`src/rtl/mem_port_arbiter.sv`:
```
// Two-requester arbiter for the single synchronous memory port: round-robin on
// collisions with a bounded burst lock for requester 1, one access per 4 cycles.
module mem_port_arbiter #(
  parameter int AW       = 8,
  parameter int DW       = 8,
  parameter int MAX_LOCK = 4
) (
  input  logic          clk,
  input  logic          rst,
  input  logic          r0_req,
  input  logic          r1_req,
  input  logic          r0_we,
  input  logic          r1_we,
  input  logic [AW-1:0] r0_addr,
  input  logic [AW-1:0] r1_addr,
  input  logic [DW-1:0] r0_wdata,
  input  logic [DW-1:0] r1_wdata,
  input  logic          r1_lock,
  output logic          r0_gnt,
  output logic          r1_gnt,
  output logic          r0_ack,
  output logic          r1_ack,
  output logic [DW-1:0] r0_rdata,
  output logic [DW-1:0] r1_rdata,
  output logic          mem_en,
  output logic          mem_we,
  output logic [AW-1:0] mem_addr,
  output logic [DW-1:0] mem_wdata,
  input  logic [DW-1:0] mem_rdata,
  output logic          busy
);

  localparam logic [1:0] S_IDLE   = 2'd0;
  localparam logic [1:0] S_ACCESS = 2'd1;
  localparam logic [1:0] S_WAIT   = 2'd2;
  localparam logic [1:0] S_ACK    = 2'd3;
  localparam logic [3:0] LOCK_LIM = 4'(MAX_LOCK);

  logic [1:0] state;
  logic       win;
  logic       last_grant;
  logic [3:0] lock_cnt;
  logic       pick1;

  // On a collision requester 1 wins if it was not served last, or if it holds
  // the lock and still has burst budget left.
  always_comb begin
    pick1 = r1_req;
    if (r0_req && r1_req)
      pick1 = !last_grant || (r1_lock && (lock_cnt < LOCK_LIM));
  end

  always_ff @(posedge clk or posedge rst) begin
    if (rst) begin
      state      <= S_IDLE;
      win        <= 1'b0;
      last_grant <= 1'b1;
      lock_cnt   <= 4'd0;
      busy       <= 1'b0;
      r0_gnt     <= 1'b0;
      r1_gnt     <= 1'b0;
      r0_ack     <= 1'b0;
      r1_ack     <= 1'b0;
      mem_en     <= 1'b0;
      mem_we     <= 1'b0;
      mem_addr   <= '0;
      mem_wdata  <= '0;
      r0_rdata   <= '0;
      r1_rdata   <= '0;
    end else begin
      case (state)
        S_IDLE: begin
          if (!r1_lock)
            lock_cnt <= 4'd0;
          if (r0_req || r1_req) begin
            state      <= S_ACCESS;
            busy       <= 1'b1;
            mem_en     <= 1'b1;
            win        <= pick1;
            last_grant <= pick1;
            r0_gnt     <= !pick1;
            r1_gnt     <= pick1;
            mem_we     <= pick1 ? r1_we    : r0_we;
            mem_addr   <= pick1 ? r1_addr  : r0_addr;
            mem_wdata  <= pick1 ? r1_wdata : r0_wdata;
            if (!pick1)
              lock_cnt <= 4'd0;
            else if (r1_lock && (lock_cnt != 4'hF))
              lock_cnt <= lock_cnt + 4'd1;
          end
        end
        S_ACCESS: begin
          state  <= S_WAIT;
          mem_en <= 1'b0;
          r0_gnt <= 1'b0;
          r1_gnt <= 1'b0;
        end
        S_WAIT: begin
          // Memory data for the access is valid in this cycle.
          if (!mem_we) begin
            if (win)
              r1_rdata <= mem_rdata;
            else
              r0_rdata <= mem_rdata;
          end
          r0_ack <= !win;
          r1_ack <= win;
          state  <= S_ACK;
        end
        default: begin
          r0_ack <= 1'b0;
          r1_ack <= 1'b0;
          busy   <= 1'b0;
          state  <= S_IDLE;
        end
      endcase
    end
  end

endmodule
```
`config.mk`:
```
export PLATFORM = sky130hd
export DESIGN_NAME = mem_port_arbiter
export DESIGN_NICKNAME = d
export VERILOG_FILES = /design/src/rtl/mem_port_arbiter.sv
export SDC_FILE = /design/constraint.sdc
export NUM_CORES = 1
export LEC_CHECK = 0
export ABC_CLOCK_PERIOD_IN_PS = 1500
export CAP_MARGIN = 20
export CORE_MARGIN = 2
export CORE_UTILIZATION = 40
export CTS_BUF_LIST = sky130_fd_sc_hd__clkbuf_4 sky130_fd_sc_hd__clkbuf_8
export DETAILED_ROUTE_END_ITERATION = 8
export PLACE_DENSITY = 0.78
export REMOVE_ABC_BUFFERS = 1
export SYNTH_ARGS = -nofsm -noshare
export SYNTH_HDL_FRONTEND = slang
export SYNTH_SLANG_ARGS = --single-unit
```
`constraint.sdc`:
```
create_clock -name clk -period 1.5 [get_ports clk]
set_clock_uncertainty 0.15 [all_clocks]
set_input_delay 0.3 -clock clk [delete_from_list [all_inputs] [get_ports clk]]
set_output_delay 0.3 -clock clk [all_outputs]
set_load 0.01 [all_outputs]
```
==> summary.md <==
| Metric | Value |
|---|---|
| Post-Synth XOR/XNOR Area | `0` |
| # clock sinks | `47` |
| Delay-heaviest family, CP | `flip-flops` |
| Slew margin rel. | `0.802` |
| Worst R2R Path Depth | `6` |
| H-tree depth | `2` |
| Clock slew at reported path FFs | `0.10 ns` |
| Storage cell area | `1180 sq um` |
| Average size of a mapped cell | `10.4 sq um` |
| ANT cells | `0` |
| Maximum net fanout on the critical path | `8` |
| Die Area | `6030 sq um` |
| Fillers | `376` |
| Yosys warning count | `0` |
| Worst Setup Start Kind | `flip-flop` |
| Layout cells sized above 1 | `0.370` |
| Worst path slowest cell | `dfstp_2` |
| CTS max path bufs | `2` |
| Synthesized area | `2170 sq um` |
| Power per cell area | `1870 nW/um^2` |
| Worst R2R End | `mem_addr[1]` |
| Core ar. | `5170 sq um` |
| Final worst-path cycle share | `1.06` |
| Worst Setup Path Type | `reg -> reg` |
| Top cell by count, worst path | `buf_6` |
| Vias per cell | `5.15` |
| Largest net degree at the start of global routing | `48` |
| GR Util All Layers | `0.232` |
| Residual DRC | `0` |
| Dpl cells | `380` |
| Via count | `2,071` |
| Critical Path AT | `1.68 ns` |
| Crit path depth | `6` |
| Root Buffer | `clkbuf_8` |
| CP peak stage delay | `0.57 ns` |
| DRT Wirelength | `7000 um` |
| First drt pass iteration count | `4` |
| Global-route met1 utilization | `0.260` |
| Synth Area in Compound Gates | `0.165` |
| Pins Over Slew Limit | `0` |
| Worst-path cell chain | `nand2_4 -> buf_6 -> o21ai_4 -> buf_6 -> nand2_1 -> a21oi_2` |
| Worst hold margin | `0.179 ns` |
| GR Overflow Total | `0` |
| Crit. End Element | `flip-flop` |
| Worst hold path class | `in -> async` |
| Peak VDD IR | `964 uV` |
| Synth Area in Adders | `0.0288` |
| Placer Congestion | `0.821` |
| WL/cell | `17.4 um` |
| Horiz. Die Dim | `77.6 um` |
| Footprint of the multi-input gates | `1240 sq um` |
| Leakage | `1.70 nW` |
| Max Fclk | `631 MHz` |
| Simple-Gate Fraction of Synth Area | `0.142` |
| Die H | `77.6 um` |
| Number of buffers created by CTS | `5` |
| GR Util met2 | `0.411` |
| Setup violators final | `34` |
| Max_cap viols | `0` |
| Vias in the first global route | `2,255` |
| Buffers & Inverters on Critical Path | `2` |
| Grt met3 use | `0.0558` |
| Violated checks | `setup timing` |
| Port Buffers | `85` |
| Mux cell area share after synthesis | `0.0830` |
| Hpwl dp | `4110 um` |
| Worst Path Required | `1.60 ns` |
| Synth unique cells | `36` |
| Nets | `383` |
| Status | `finished with violations` |
| Sequential element share of the synthesized area | `0.543` |
| Post-Syn Instances | `208` |
| Worst slew pin tran | `0.297 ns` |
| R2R Setup Slk | `-0.08 ns` |
| Synthesis-to-layout area growth | `74.5%` |
| CTS tree | `yes` |
| Critical path origin | `last_grant` |
| Routed Antenna Nets | `0` |
| Finished Layout Cells | `402` |
| Worst skew pair latency | `0.31 ns` |
| Initial DRC count | `73` |
| Starting Density | `0.419` |
| Worst Setup Slack, final | `-0.0836 ns` |
| Top Usage Layer GRT | `met2` |
| Rows | `26` |
| Reg-to-Reg Start | `last_grant` |
| Boundary Pins | `86` |
| Largest family of logic cells by synthesized area | `compound AO/OA/AOI/OAI gates` |
| #FFs+latches synth | `47` |
| Fin. Hold Viols | `0` |
| RSZ-0062 raised after global routing | `yes` |
| Period minus WS final | `1.58 ns` |
| First-pass GRT wire length | `10,800 um` |
| Initial antenna violation count | `0` |
[per-stage QoR]
stage | setup WS (ns) | instance area, sq um | power (mW) | utilization | setup TNS (ns)
2_1_floorplan | -0.275 | 2100 | 3.75 | - | -7.51
3_3_place_gp | -0.410 | 3260 | 5.47 | 0.630 | -10.24
3_5_place_dp | -0.452 | 3260 | 5.58 | 0.630 | -10.83
4_1_cts | -0.0409 | 3620 | 6.71 | 0.701 | -0.309
5_1_grt | -0.133 | 3780 | 7.50 | 0.732 | -3.08
6_report | -0.0836 | 3780 | 7.09 | 0.732 | -1.39
[logic make-up (layout without fill, tap and decap cells)]
logic type / Yosys count / after routing
compound gates: 61 / 61
mux: 16 / 16
fa+ha+maj: 5 / 5
flops: 47 / 47
buf+inv: 13 / 134
simple gates: 66 / 69
[worst max path at each step]
stage	to	slack (ns)
floorplan	lock_cnt[2]	-0.28
global placement	mem_addr[2]	-0.41
detailed placement	mem_addr[5]	-0.45
CTS	mem_addr[1]	-0.04
global route	lock_cnt[2]	-0.13
finish	mem_addr[1]	-0.08
[layout by cell type, fill, tap and decap left out, types with 2 or more instances in the layout]
master / Yosys / final
dfrtp_1: 46 / 45
clkdlybuf4s50_1: 0 / 44
dlygate4sd2_1: 0 / 39
buf_4: 1 / 22
a21oi_2: 0 / 21
nor2_1: 20 / 19
a21oi_1: 39 / 18
nand2_1: 28 / 14
mux2_4: 0 / 13
buf_6: 2 / 11
nand2_2: 0 / 9
nand2_4: 1 / 5
o21ai_1: 0 / 5
a22o_1: 5 / 5
clkbuf_8: 0 / 5
and2_4: 1 / 4
nor2_2: 4 / 3
inv_2: 0 / 3
mux2_2: 16 / 3
ha_4: 0 / 3
nand2_8: 0 / 2
nand3b_1: 2 / 2
o21ai_0: 7 / 2
nor2_4: 0 / 2
nand3_1: 2 / 2
ha_1: 5 / 2
clkdlybuf4s15_1: 0 / 2
buf_12: 0 / 2
[cell usage after synthesis, drive strengths merged]
cell type,number,area share
a21boi,1,0.0035
a21oi,39,0.090
a221oi,1,0.0040
a22o,5,0.020
a32o,1,0.0046
and2,3,0.0098
and3,1,0.0029
buf,8,0.030
clkbuf,1,0.0017
dfrtp,46,0.53
dfstp,1,0.012
ha,5,0.029
inv,4,0.0069
mux2,16,0.083
nand2,29,0.054
nand2b,1,0.0029
nand3,2,0.0046
nand3b,2,0.0069
nor2,24,0.046
nor2b,1,0.0029
nor3b,1,0.0058
o211a,1,0.0046
o211ai,1,0.0035
o21a,1,0.0035
o21ai,8,0.020
o22a,1,0.0040
o31ai,2,0.0069
or2,1,0.0029
or2b,1,0.0035
[repair_timing]
action	in CTS	in global routing
gates cloned	5	0
setup endpoints to repair	79	47
resized for setup	99	42
setup buffers	6	3
pin swaps	16	22
hold buffers	0	0
[where the power goes]
group          total [mW]  switching (mW)  internal (mW)
clock               0.802           0.467          0.335
sequential           2.24           0.363           1.88
combinational        4.04            1.90           2.15
[metal layers]
| metal | up-vias | wire length [um] |
|---|---|---|
| met5 | - | 0 |
| met4 | 0 | 221 |
| met3 | 18 | 335 |
| met2 | 57 | 3580 |
| met1 | 1027 | 2870 |
| li1 | 969 | - |
[tightest hold or removal path, stage by stage]
cell             delay (ns)
clkdlybuf4s50_1        0.41
inv_2                  0.07
buf_12                 0.25
[sequential cells by signal (all words and copies together) (netlist names)]
signal      cells
busy            1
last_grant      1
lock_cnt        4
mem_addr        8
mem_en          1
mem_wdata       8
mem_we          1
r0_ack          1
r0_gnt          1
r0_rdata        8
r1_ack          1
r1_gnt          1
r1_rdata        8
state           2
win             1
[cell type report]
class | count | area share
timing repair buffer | 122 | 0.310
clock inverter | 3 | 0.00595
sequential | 47 | 0.311
inverter | 4 | 0.00397
multi-input combinational | 151 | 0.327
tap | 70 | 0.0231
clock buffer | 5 | 0.0182
(Power assumes the default switching activity.)
